[src/rtl/ps_spike_arbiter.sv]
// ---------------------------------------------------------------------------
// ps_spike_arbiter
//
// Merges the output-spike packet streams of N_ADDERS partial-sum adders onto
// the single link towards spike memory.
//   * Spike packets are forwarded in round-robin order through a one-deep
//     output register (full throughput: drain and refill in the same cycle).
//   * Each adder's per-timestep done packet is absorbed. Once every adder has
//     reported done, a single merged done packet is emitted.
//   * The timestep index advances when memory accepts the merged done packet.
//     run_done is set when the last timestep of the run closes.
//
// Packet layout (WIDTH = 64):
//   [63:60] src, [59:56] dst, [55:54] type, [53:10] zero, [9:0] spike addr.
//   Done packet: type == 2'b11 and addr == 10'h3FF. Anything else is a spike.
//
// Ports:
//   clk, rst          clock, synchronous active-high reset
//   in_valid/in_ready per-adder handshake (in_ready is one-hot or zero)
//   in_data           adder i at bits [i*WIDTH +: WIDTH]
//   out_valid/out_ready/out_data  registered stream towards memory
//   timestep          current timestep index
//   ts_done           one-cycle pulse after the merged done packet is accepted
//   run_done          sticky end-of-run flag, cleared only by rst
//
// Optional build macro SPIKE_COUNT_EN adds:
//   spike_count       spike packets accepted by memory this timestep (saturating)
//   last_spike_count  spike_count captured when the timestep closes
// ---------------------------------------------------------------------------
module ps_spike_arbiter #(
    parameter int unsigned N_ADDERS      = 5,
    parameter int unsigned WIDTH         = 64,
    parameter int unsigned NUM_TIMESTEPS = 10,
    parameter logic [3:0]  ARB_ADDR      = 4'b1011,
    parameter logic [3:0]  MEM_ADDR      = 4'b0000,
    localparam int unsigned TsW = (NUM_TIMESTEPS > 1) ? $clog2(NUM_TIMESTEPS) : 1
) (
    input  logic                      clk,
    input  logic                      rst,
    input  logic [N_ADDERS-1:0]       in_valid,
    input  logic [N_ADDERS*WIDTH-1:0] in_data,
    output logic [N_ADDERS-1:0]       in_ready,
    output logic                      out_valid,
    output logic [WIDTH-1:0]          out_data,
    input  logic                      out_ready,
    output logic [TsW-1:0]            timestep,
    output logic                      ts_done,
    output logic                      run_done
`ifdef SPIKE_COUNT_EN
    ,
    output logic [15:0]               spike_count,
    output logic [15:0]               last_spike_count
`endif
);

    localparam int unsigned PtrW = $clog2(N_ADDERS);
    localparam logic [PtrW:0]   NumAdders = (PtrW + 1)'(N_ADDERS);
    localparam logic [PtrW-1:0] LastPtr   = PtrW'(N_ADDERS - 1);
    localparam logic [TsW-1:0]  LastTs    = TsW'(NUM_TIMESTEPS - 1);
    localparam logic [WIDTH-1:0] DonePkt  =
        {ARB_ADDR, MEM_ADDR, 2'b11, {(WIDTH - 20){1'b0}}, 10'h3FF};

    typedef enum logic [0:0] {
        StCollect,
        StEmit
    } stateT;

    // ------------------------------------------------------------------
    // State
    // ------------------------------------------------------------------
    stateT               stateQ, stateD;
    logic                outValidQ, outValidD;
    logic [WIDTH-1:0]    outDataQ, outDataD;
    logic [PtrW-1:0]     rrPtrQ, rrPtrD;
    logic [N_ADDERS-1:0] doneFlagsQ, doneFlagsD;
    logic [TsW-1:0]      timestepQ, timestepD;
    logic                tsDoneQ, tsDoneD;
    logic                runDoneQ, runDoneD;

    // ------------------------------------------------------------------
    // Arbitration
    // ------------------------------------------------------------------
    logic                slotFree;
    logic                outAccept;
    logic                allDone;
    logic [N_ADDERS-1:0] eligible;
    logic                grantValid;
    logic [PtrW-1:0]     grantIdx;
    logic [WIDTH-1:0]    grantData;
    logic                grantIsDone;

    assign slotFree  = !outValidQ || out_ready;
    assign outAccept = outValidQ && out_ready;
    assign allDone   = &doneFlagsQ;
    assign eligible  = in_valid & ~doneFlagsQ;

    // Cyclic search for the first eligible adder at or after rrPtrQ. Grants
    // only when the output register can take a packet this cycle.
    always_comb begin
        logic [PtrW:0] cand;
        cand       = '0;
        grantValid = 1'b0;
        grantIdx   = '0;
        if (!rst && (stateQ == StCollect) && slotFree && !allDone) begin
            for (int k = 0; k < N_ADDERS; k++) begin
                cand = {1'b0, rrPtrQ} + k[PtrW:0];
                if (cand >= NumAdders) begin
                    cand = cand - NumAdders;
                end
                if (!grantValid && eligible[cand[PtrW-1:0]]) begin
                    grantValid = 1'b1;
                    grantIdx   = cand[PtrW-1:0];
                end
            end
        end
    end

    always_comb begin
        grantData = '0;
        for (int i = 0; i < N_ADDERS; i++) begin
            if (grantIdx == i[PtrW-1:0]) begin
                grantData = in_data[i*WIDTH +: WIDTH];
            end
        end
    end

    assign grantIsDone = (grantData[WIDTH-9 -: 2] == 2'b11) && (grantData[9:0] == 10'h3FF);

    always_comb begin
        in_ready = '0;
        if (grantValid) begin
            in_ready[grantIdx] = 1'b1;
        end
    end

    // ------------------------------------------------------------------
    // Next state
    // ------------------------------------------------------------------
    always_comb begin
        stateD     = stateQ;
        outValidD  = outValidQ;
        outDataD   = outDataQ;
        rrPtrD     = rrPtrQ;
        doneFlagsD = doneFlagsQ;
        timestepD  = timestepQ;
        tsDoneD    = 1'b0;
        runDoneD   = runDoneQ;

        case (stateQ)
            StCollect: begin
                // Whatever sits in the output register drains this cycle.
                if (slotFree) begin
                    outValidD = 1'b0;
                end
                if (allDone) begin
                    // A held spike must leave before the merged done packet.
                    if (slotFree) begin
                        outValidD = 1'b1;
                        outDataD  = DonePkt;
                        stateD    = StEmit;
                    end
                end else if (grantValid) begin
                    rrPtrD = (grantIdx == LastPtr) ? '0 : grantIdx + 1'b1;
                    if (grantIsDone) begin
                        doneFlagsD[grantIdx] = 1'b1;
                    end else begin
                        outValidD = 1'b1;
                        outDataD  = grantData;
                    end
                end
            end
            StEmit: begin
                if (outAccept) begin
                    outValidD  = 1'b0;
                    doneFlagsD = '0;
                    tsDoneD    = 1'b1;
                    stateD     = StCollect;
                    if (timestepQ == LastTs) begin
                        timestepD = '0;
                        runDoneD  = 1'b1;
                    end else begin
                        timestepD = timestepQ + 1'b1;
                    end
                end
            end
            default: begin
                stateD = StCollect;
            end
        endcase
    end

    always_ff @(posedge clk) begin
        if (rst) begin
            stateQ     <= StCollect;
            outValidQ  <= 1'b0;
            outDataQ   <= '0;
            rrPtrQ     <= '0;
            doneFlagsQ <= '0;
            timestepQ  <= '0;
            tsDoneQ    <= 1'b0;
            runDoneQ   <= 1'b0;
        end else begin
            stateQ     <= stateD;
            outValidQ  <= outValidD;
            outDataQ   <= outDataD;
            rrPtrQ     <= rrPtrD;
            doneFlagsQ <= doneFlagsD;
            timestepQ  <= timestepD;
            tsDoneQ    <= tsDoneD;
            runDoneQ   <= runDoneD;
        end
    end

    assign out_valid = outValidQ;
    assign out_data  = outDataQ;
    assign timestep  = timestepQ;
    assign ts_done   = tsDoneQ;
    assign run_done  = runDoneQ;

`ifdef SPIKE_COUNT_EN
    // ------------------------------------------------------------------
    // Per-timestep spike statistics
    // ------------------------------------------------------------------
    logic [15:0] spikeCountQ, spikeCountD;
    logic [15:0] lastSpikeCountQ, lastSpikeCountD;

    // In StCollect the output register only ever holds spike packets.
    always_comb begin
        spikeCountD     = spikeCountQ;
        lastSpikeCountD = lastSpikeCountQ;
        if (stateQ == StEmit && outAccept) begin
            lastSpikeCountD = spikeCountQ;
            spikeCountD     = '0;
        end else if (stateQ == StCollect && outAccept && spikeCountQ != 16'hFFFF) begin
            spikeCountD = spikeCountQ + 16'd1;
        end
    end

    always_ff @(posedge clk) begin
        if (rst) begin
            spikeCountQ     <= '0;
            lastSpikeCountQ <= '0;
        end else begin
            spikeCountQ     <= spikeCountD;
            lastSpikeCountQ <= lastSpikeCountD;
        end
    end

    assign spike_count      = spikeCountQ;
    assign last_spike_count = lastSpikeCountQ;
`endif

endmodule

[config.mk]
export PLATFORM = sky130hd
export DESIGN_NAME = ps_spike_arbiter
export DESIGN_NICKNAME = d
export VERILOG_FILES = /design/src/rtl/ps_spike_arbiter.sv
export SDC_FILE = /design/constraint.sdc
export NUM_CORES = 1
export LEC_CHECK = 0
export BUFFER_PORTS_ARGS = -buffer_cell sky130_fd_sc_hd__buf_4
export CORE_AREA = 2 2 158 160
export DETAILED_ROUTE_END_ITERATION = 16
export DIE_AREA = 0 0 160 162
export GPL_TIMING_DRIVEN = 0
export HOLD_SLACK_MARGIN = 0.06
export PLACE_DENSITY = 0.65
export SYNTH_ARGS = -nofsm -noshare
export SYNTH_HDL_FRONTEND = slang
export SYNTH_SLANG_ARGS = --single-unit
[constraint.sdc]
create_clock -name clk -period 8.1 [get_ports clk]
set_clock_uncertainty 0.05 [all_clocks]
set_input_delay 0.405 -clock clk [delete_from_list [all_inputs] [get_ports clk]]
set_output_delay 0.405 -clock clk [all_outputs]
set_load 0.05 [all_outputs]
# After elaboration in Yosys (flattened, before gate mapping)

Cells that the tools add are included.

Register bits after elaboration: 80
Input bits: 328
Output and inout port bits: 76
Word-level logic and storage cells: 143

Add/subtract/negate cells: 11
$lt $le $gt $ge: 12
Equal/unequal tests: 13
Muxes and demuxes: 67
Bitwise operators: 5
Reduce and logical (&&, ||, !) cells: 27

Operators by type and width:

| operator             | number |
|---|---|
| $mux 64              | 9 |
| $mux 3               | 17 |
| $mux 1               | 26 |
| $mux 5               | 5 |
| $lt 3x4->1 const B   | 6 |
| $ge 4x3->1 const B   | 4 |
| $bmux 1 s3           | 5 |
| $sub 3x3->3 const B  | 5 |
| $eq 10x10->1 const B | 1 |
| $logic_and 1x1->1    | 10 |
| $ne 2x2->1 const B   | 5 |
| $pmux 5 s2           | 1 |
| $add 3x2->4 const B  | 2 |
| $reduce_and 4->1     | 2 |
| $logic_not 1->1      | 7 |
| $eq 3x2->1 const B   | 2 |
| $reduce_and 3->1     | 2 |
| $and 5x5->5          | 1 |
| $not 5->5            | 1 |
| $or 5x5->5           | 1 |
| $reduce_and 5->1     | 1 |
| $add 3x1->4 const B  | 1 |
| $add 3x3->4 const B  | 1 |
| $add 4x1->4 const B  | 1 |
| 17 further kinds     | 19 |

# Logic depth before layout (Yosys ltp)

Gate-level depths: netlist (run 1).

Depth after elaboration: 37
Depth in mapped cells: 32
Mapped depth without buffers: 25

# Worst setup path after synthesis (run 1)

No wires, ideal clock.

Path kind: reg-to-reg
Start: register rrPtrQ[1]
End: register outDataQ[10] (netlist: out_data[10])
Setup time: 72 ps
Arrival: 5998 ps
Data required time: 7978 ps
Setup slack: 1981 ps
Cell stages (with the launch flop): 31
Path buffers: 6
Period minus slack after synthesis: 6119 ps
Path through: dfxtp_1 clkbuf_1 inv_1 ha_1 ha_1 or2_2 o211a_1 a22o_1 mux2i_1 nand2_1 nand3_1 o21ai_0 o211a_1 o31ai_1 inv_1 ha_1 clkbuf_1 nor2b_1 clkbuf_1 clkbuf_1 a22oi_1 nor2_1 a21oi_1 nor2_1 a32oi_1 o21ai_0 nand4_1 o31ai_2 buf_6 buf_8 mux2i_1

Word-level cells in the longest chain between the ends: 33
Elaborated cells between the ends (all ways): 77
Those cells by class: add/sub (9); order compare (5); eq/ne (7); mux (44); reduce/logical (12)

RTL lines:

| element                                              | RTL line | RTL |
|---|---|---|
| start: declaration                                   | 74       | `logic [PtrW-1:0] rrPtrQ, rrPtrD;` |
| start signal: assignment                             | 206      | `rrPtrQ <= rrPtrD;` |
| branches (longest 33 deep; another with $add 3x1->4) | -        |  |
| end signal: assignment                               | 205      | `outDataQ <= outDataD;` |
| end: declaration                                     | 73       | `logic [WIDTH-1:0] outDataQ, outDataD;` |

Parallel ways; which one is timed is not known. The select of a mux whose other input is x is not followed.
A chain may end at the register's enable or synchronous reset.

# Final worst setup path (run 1)

Start: register rrPtrQ[1]
End: register doneFlagsQ[4]

Word-level cells in the longest chain between the ends: 33
Elaborated cells between the ends (all ways): 84
Those cells by class: add/sub (9); order compare (7); eq/ne (8); mux (47); bitwise (1); reduce/logical (12)

RTL lines:

| element                                              | RTL line | RTL |
|---|---|---|
| branches (longest 33 deep; another with $add 3x1->4) | -        |  |
| end signal: assignment                               | 207      | `doneFlagsQ <= doneFlagsD;` |
| end: declaration                                     | 75       | `logic [N_ADDERS-1:0] doneFlagsQ, doneFlagsD;` |

Parallel ways; which one is timed is not known. The select of a mux whose other input is x is not followed.

==> out/metrics.cfg, run 1 <==
[run_status]
outcome = complete, no violations

[clock_network]
cts_setup_buffers = 0
clock_sinks = 80
numCtsBuffers = 9
clock_path_buffers = 2
cts_tree = done
cts_root_buffer = clkbuf_16
htree_levels = 3
cts.clk_slew.worst_paths_ps = 80
insertion_delay_ps = 340

[worst_setup_path]
cp-end-kind = flop
r2r-end = doneFlagsQ[4]
path_class = reg2reg
reg2regPathDepth = 26
cp_max_fo = 8
startpoint_type = flop
crit_path_end = doneFlagsQ[4]
crit_arrival_ps = 7770
r2r_slack_ps = 570
crit_start = rrPtrQ[1]
timing.rr.start = rrPtrQ[1]
critical_path_required_ps = 8340

[drt]
wire_per_inst_um = 22.2
vias = 8892
drc = 0
first_iter_violations = 671
final_antenna_net_count = 0
wl_um = 36400
post_drt_via_cell_ratio = 5.42
first_pass_iters = 7

[timing]
finalCritPeriodShare_pct = 92.9
min_period_ps = 7530
rsz0062_at_grt = false
hold_violations = 0
finalMaxSlewViolations = 0
worst_pin_slew_ps = 843
finalSetupViolations = 0
tns_ps = 0
relSlewSlack_pct = 43.7
fmaxAchievable_ghz = 0.133

[floorplan]
ios = 404
initial_utilization_pct = 27.8
core.rowCount = 57
die_x_um = 160
fp.coreArea_um2 = 24100
die_height_um = 162
die_area_um2 = 25900

[global_routing]
grt_max_degree = 17
grt_pass1_wl_um = 52500
grt-ovfl-total = 0
track_usage_pct = 26.7
grt_pass1_vias = 8773
antenna_found_initial = 4

[layout]
area_growth_pct = 56.0
multiInputGateArea_um2 = 4630
fin_nets = 1651
fill_cells = 2547
ff_latch_area_um2 = 1600
drive_gt1_share_pct = 34.8

[synth]
ys.flop_type = dfxtp_1
yosys.area.top_type_share_pct = 23.9
syn_inst = 895
ys_top_cells_by_area = dfxtp_1 24%, mux2i_1 8.8%, a221oi_1 7.3%, nor2_1 6.4%, a21oi_1 6.1%
synth_cell_type_count = 69
ys_seq_area_share_pct = 23.9
synthesis.area_um2 = 6710
synthTopCellsByCount = 115 x nor2_1, 82 x a21oi_1, 80 x dfxtp_1
async_flop_share_pct = 0
ys.warnings.count = 0
syn_area_per_cell_um2 = 7.50
syn-num-nets = 1237
synth_top_area_cell = dfxtp_1
synth.most_common_cell = nor2_1
synth_seq_cells = 80
synth_edf_count = 0

[pwr]
power_w = 0.00460
power_leakage_nw = 4.69
powerDensity_nw_per_um2 = 440
max-vdd-ir-drop_mv = 0.183

[place]
io_buffers = 403
place_hpwl_um = 30300
gp_congestion = 0.949

[flow_run]
max_cap_viol_count = 0

[min_path]
hold_path_depth = 3
hold_path_class = in2reg

==> worst min-delay path by stage <==
stage | slack [ps] | to | start
floorplan | 400 | doneFlagsQ[0] | doneFlagsQ[0]
global placement | 400 | out_data[34] | out_data[34]
detailed placement | 400 | out_data[33] | out_data[33]
CTS | 300 | out_data[58] | in_data[314]
global route | 310 | out_data[43] | in_data[299]
finish | 300 | out_data[58] | in_data[314]
==> report_power, final <==
group / internal (W) / total [W] / switching [W]
sequential: 0.000546 / 0.000638 / 0.0000922
clock: 0.000246 / 0.000443 / 0.000197
combinational: 0.00132 / 0.00352 / 0.00221
==> per-stage QoR <==
step	instance area, µm²	hold slack (ps)	utilization (%)	setup WS [ps]	cells
2_1_floorplan	6710	397	-	1980	895
3_3_place_gp	10100	396	42.1	86.9	1622
3_5_place_dp	10100	404	42.1	0.417	1622
4_1_cts	10500	300	43.4	231	1638
5_1_grt	10500	311	43.4	109	1642
6_report	10500	304	43.4	574	1642
==> layer usage <==
| metal | vias to the layer above | track usage, % | share of wire [%] |
|---|---|---|---|
| met5 | - | 0 | 0 |
| li1 | 4235 | - | - |
| met2 | 387 | 48.1 | 50 |
| met4 | 0 | 10.6 | 3.7 |
| met1 | 4203 | 30.3 | 39 |
| met3 | 67 | 6.61 | 7.2 |
==> state kept, by name, summed over array words and instances, names as in the netlist <==
register / flops
out_data: 64
doneFlagsQ: 5
timestep: 4
rrPtrQ: 3
out_valid: 1
run_done: 1
stateQ: 1
ts_done: 1
==> timing repair <==
| action | 4_1_cts | 5_1_grt |
|---|---|---|
| setup endpoints to repair | 2 | 67 |
| hold buffers | 0 | 0 |
| gates resized for setup | 1 | 6 |
==> cells by family after synthesis <==
kind of cell	Yosys count	synth area share, %
DFF	80	23.9
AOI/OAI and AO/OA	348	37.5
xor gates and xnor gates	7	0.914
adders and majority gates	14	2.72
muxes	62	9.47
buffers and inverters	110	7.20
and+or+nand+nor	274	18.3
==> critical path, stage by stage, from the launching register on <==
cell and delay (ps):
dfxtp_1 430, clkbuf_1 420, inv_1 280, ha_1 270, ha_1 370, or2_2 360, o211a_1 230, a22o_1 230
mux2i_1 290, nand2_1 150, nand3_1 100, o21ai_0 80, o211a_1 240, o31ai_2 480, inv_1 210, ha_1 260
clkbuf_1 200, nor2b_1 150, clkbuf_1 280, a22oi_1 120, nor2_1 110, a21oi_1 60, o32ai_1 600, o21bai_1 140
or4b_1 520, nor3_1 570, a22o_1 250
==> cell usage in the layout (no fill, tap or decap), drive strengths merged, types with 3 or more instances in the layout <==
cell,instances
buf,422
nor2,115
a21oi,82
dfxtp,80
clkbuf,80
nand2,78
mux2i,59
a221oi,57
o31ai,54
o211ai,50
inv,25
a22oi,19
o21ai,18
a211oi,17
nand3,13
ha,13
and2,11
nand2b,11
nor3,11
nor2b,11
a22o,10
xnor2,6
o22ai,5
and3,5
a31o,5
o211a,5
diode,4
nand4,4
o32ai,3
o221ai,3
nor3b,3
a31oi,3
or2,3
==> layout make-up <==
class                           instances  area share [%]
Multi-Input combinational cell        705            44.2
Timing Repair Buffer                  403            28.9
Sequential cell                        80            15.3
Buffer                                 90            3.93
Tap cell                              324            3.87
Clock buffer                            9            2.15
Clock inverter                          7           0.801
Inverter                               20           0.717
Antenna cell                            4          0.0956
No activity file was read; power rests on OpenSTA's default activity.
==> run 2, diff against run 1 <==
- ABC_AREA: not set -> 1
- CORE_AREA: 2 2 158 160 -> 2 2 157 159
- DIE_AREA: 0 0 160 162 -> 0 0 159 161
- HOLD_SLACK_MARGIN: 0.06 -> 0.03
- PLACE_DENSITY: 0.65 -> 0.68
==> out/metrics.cfg, run 2 <==
[drt]
wire_per_inst_um = 20.0
post_drt_via_cell_ratio = 5.21
first_iter_violations = 778
drc = 0
wl_um = 40500
vias = 10500
final_antenna_net_count = 0
first_pass_iters = 7

[clock_network]
hold_buffers = 0
numCtsBuffers = 9
cts.clk_slew.worst_paths_ps = 60
insertion_delay_ps = 340
cts-resized-gates = 0
clock_path_buffers = 2
cts_setup_buffers = 0
cts_root_buffer = clkbuf_16
clock_sinks = 80
cts_tree = done
htree_levels = 3

[timing]
fmaxAchievable_ghz = 0.147
min_period_ps = 6780
rsz0062_at_grt = false
finalMaxSlewViolations = 0
finalSetupViolations = 0
relSlewSlack_pct = 44.8
worst_pin_slew_ps = 828
hold_violations = 0
tns_ps = 0
finalCritPeriodShare_pct = 83.8

[layout]
multiInputGateArea_um2 = 5000
fin_nets = 2030
ff_latch_area_um2 = 1600
final_cell_mix = 407 x buf_4, 289 x nand2_1, 226 x nand3_1, 148 x nor2_1, 90 x inv_1
drive_gt1_share_pct = 29.1
area_growth_pct = 50.7
final_core_util_pct = 47.0
final_common_cell = buf_4
fill_cells = 2657
largest_register_ffs = 64

[place]
place_hpwl_um = 33500
io_buffers = 402
gp_congestion = 0.958

[worst_setup_path]
slowest_stage = clkbuf_1
path_class = reg2reg
cp-end-kind = flop
crit_arrival_ps = 7020
cp_max_fo = 10
cp_common_cell = nand2_1
critical_path_required_ps = 8340
startpoint_type = flop
cpPeakStageDelay_ps = 590

[global_routing]
grt-ovfl-total = 0
track_usage_pct = 30.4
antenna_found_initial = 6
grt_max_degree = 14
grt_pass1_wl_um = 60000
grt_pass1_vias = 10200

[synth]
synthTopCellsByCount = 289 x nand2_1, 226 x nand3_1, 148 x nor2_1
synthesis.area_um2 = 7470
syn_inst = 1275
syn-num-nets = 1617
synth_top_area_cell = dfxtp_1
synth_seq_cells = 80
synth_compound_area_share_pct = 19.2
async_flop_share_pct = 0
synth_mux_area_share_pct = 0
synth_edf_count = 0
ys_seq_area_share_pct = 21.4
ys.flop_type = dfxtp_1
synth_cell_type_count = 38
synth-xor-area-share_pct = 0.335
yosys.area.top_type_share_pct = 21.4
ys.warnings.count = 0
syn_area_per_cell_um2 = 5.86
ys_top_cells_by_area = dfxtp_1 21%, nand3_1 15%, nand2_1 15%, o211ai_1 7.8%, nor2_1 7.4%
yosys.area_share.simple_pct = 44.9
synth_top_family_by_area = simple AND/OR/NAND/NOR gates
synth-adder-area-share_pct = 2.45
synth.most_common_cell = nand2_1

[floorplan]
die_area_um2 = 25600
die_x_um = 159
fp.coreArea_um2 = 24000
die_height_um = 161
core.rowCount = 57
initial_utilization_pct = 31.2
ios = 404

[flow_run]
max_cap_viol_count = 0

[run_status]
outcome = complete, no violations

[min_path]
hold_path_class = in2reg

==> run 2: changes by cell type after synthesis, sizes merged, moves of 22 or more <==
cell    before  now
mux2i       59    0
a221oi      57    0
nand3b       1   38
nand3       13  234
o211ai      50   78
inv         20  100
a21oi       82   51
buf         19   45
o21ai       18   74
o31ai       54    0
nor2       115  149
nand2       78  304
a31oi        3   25
==> run 2: worst max-delay path: cells and delay by family (launching register included) <==
kind	cells	cell delay (ps)
fa+ha+maj	3	950
compound gates	3	820
buf+inv	11	3270
flops	1	350
simple gates	13	1260
==> run 2: logic make-up after synthesis <==
kind of cell    count (synthesis)
buf+inv                       204
simple gates                  740
flops                          80
compound gates                235
xor+xnor                        2
fa+ha+maj                      14
==> run 2: per-stage QoR <==
step | hold slack, ps | worst slack, ps | cells | instance area [µm²]
6_report | 331 | 1320 | 2023 | 11300
3_3_place_gp | 394 | 1360 | 2001 | 10900
5_1_grt | 351 | 854 | 2023 | 11300
4_1_cts | 319 | 1350 | 2016 | 11200
2_1_floorplan | 400 | 3310 | 1275 | 7470
3_5_place_dp | 395 | 1370 | 2001 | 10900
==> run 2: cell type report <==
class / count / share of cell area, %
antenna: 7 / 0.156
buffer: 99 / 4.25
clock buffer: 10 / 2.12
clock inverter: 5 / 0.934
inverter: 105 / 3.50
multi-input combinational: 991 / 44.4
sequential: 80 / 14.2
tap: 324 / 3.60
timing repair buffer: 402 / 26.8
==> run 2: routing by layer <==
metal	global-route usage [%]	wire length, µm	vias up	part of all wire [%]
li1	-	-	5131	-
met1	36.6	16100	4852	40
met2	53.5	20100	476	50
met3	5.21	2590	86	6.4
met4	12.9	1730	0	4.3
met5	0	0	-	0
==> run 2: path summary, 6_finish.rpt <==
| check | startpoint | to | slack (ps) | cells past startpoint |
|---|---|---|---|---|
| worst max-delay path | rrPtrQ[0] | out_data[30] | 1320 | 30 |
| worst min-delay path | out_ready | stateQ | 330 | 4 |
| worst max register to register | rrPtrQ[0] | out_data[30] | 1320 | 30 |
| worst min register to register | run_done | run_done | 400 | 2 |
Power of run 2 is left out: the tool's default activity adds up to more than one toggle a clock period on the data nets, which glitch-free logic cannot reach.
==> run 3, diff against run 2 <==
- clock period: 8.1 -> 6.4 ns (I/O delays scaled with it)
==> out/metrics.cfg, run 3 (synthesis gave the netlist of run 2 again) <==
[run_status]
outcome = complete, no violations

[drt]
post_drt_via_cell_ratio = 5.21
vias = 10500
wire_per_inst_um = 20.0
first_iter_violations = 827
drc = 0
first_pass_iters = 5
final_antenna_net_count = 0
wl_um = 40400

[timing]
hold_violations = 0
rsz0062_at_grt = false
worst_pin_slew_ps = 787
finalCritPeriodShare_pct = 92.4
relSlewSlack_pct = 47.0
fmaxAchievable_ghz = 0.169
min_period_ps = 5910
tns_ps = 0
finalSetupViolations = 0
finalMaxSlewViolations = 0
hold-worst-slack_ps = 247

[floorplan]
core.rowCount = 57
ios = 404
initial_utilization_pct = 31.2
die_area_um2 = 25600
die_height_um = 161
fp.coreArea_um2 = 24000
die_x_um = 159

[worst_setup_path]
startpoint_type = flop
crit_arrival_ps = 6100
slowest_stage = clkbuf_2
cpPeakStageDelay_ps = 450
cp_max_fo = 10
cp_common_cell = nand2_1
cp-end-kind = flop
path_class = reg2reg
critical_path_required_ps = 6590

[clock_network]
cts-resized-gates = 4
cts.clk_slew.worst_paths_ps = 60
insertion_delay_ps = 340
clock_path_buffers = 2
hold_buffers = 0
htree_levels = 3
cts_tree = done
clock_sinks = 80
cts_setup_buffers = 0
numCtsBuffers = 9
cts_root_buffer = clkbuf_16

[layout]
multiInputGateArea_um2 = 5000
drive_gt1_share_pct = 29.5
largest_register_ffs = 64
area_growth_pct = 50.8
final_common_cell = buf_4
instances_no_fill = 2023
fill_cells = 2655
ff_latch_area_um2 = 1600
fin_nets = 2029
final_cell_mix = 407 x buf_4, 289 x nand2_1, 226 x nand3_1, 148 x nor2_1, 90 x inv_1

[global_routing]
track_usage_pct = 30.4
antenna_found_initial = 6
grt_max_degree = 14
grt_pass1_wl_um = 60000
grt_pass1_vias = 10200
grt-ovfl-total = 0

[place]
placed_cells = 2001
gp_congestion = 0.958
io_buffers = 402
place_hpwl_um = 33500

[min_path]
hold_path_class = in2reg

[flow_run]
max_cap_viol_count = 0

[run 3: through the flow]
| stage | instance area [µm²] | utilization [%] | setup slack [ps] |
|---|---|---|---|
| finish | 11300 | 47.0 | 486 |
| global route | 11300 | 47.0 | 20.9 |
| CTS | 11200 | 46.9 | 60.8 |
| detailed placement | 10900 | 45.5 | -335 |
| global placement | 10900 | 45.5 | -343 |
| floorplan | 7470 | - | 1610 |
[run 3: routing by layer]
layer | global-route usage (%) | routed length [µm]
met1 | 36.6 | 16300
met2 | 53.5 | 20100
met3 | 5.21 | 2320
met4 | 12.9 | 1740
met5 | 0 | 0
[run 3: worst paths after layout]
check | to | cells after the start | start | slack, ps
setup / recovery | out_data[49] | 31 | rrPtrQ[0] | 490
hold reg to reg | run_done | 2 | run_done | 400
hold / removal | stateQ | 4 | out_ready | 250
setup reg to reg | out_data[49] | 31 | rrPtrQ[0] | 490
[run 3: cell type report]
| class | instances | share of cell area (%) |
|---|---|---|
| Buffer | 98 | 4.26 |
| Sequential cell | 80 | 14.2 |
| Antenna cell | 8 | 0.178 |
| Tap cell | 324 | 3.60 |
| Inverter | 105 | 3.50 |
| Clock buffer | 10 | 2.12 |
| Clock inverter | 5 | 0.933 |
| Timing Repair Buffer | 402 | 26.8 |
| Multi-Input combinational cell | 991 | 44.4 |
[run 3: worst max-delay path: cells and delay by family, from the launching register on]
family / cells / cell delay (ps)
compound gates: 4 / 840
fa+ha+maj: 3 / 830
buf+inv: 7 / 1640
flops: 1 / 350
simple gates: 17 / 2100
Power of run 3 is left out for the same reason.
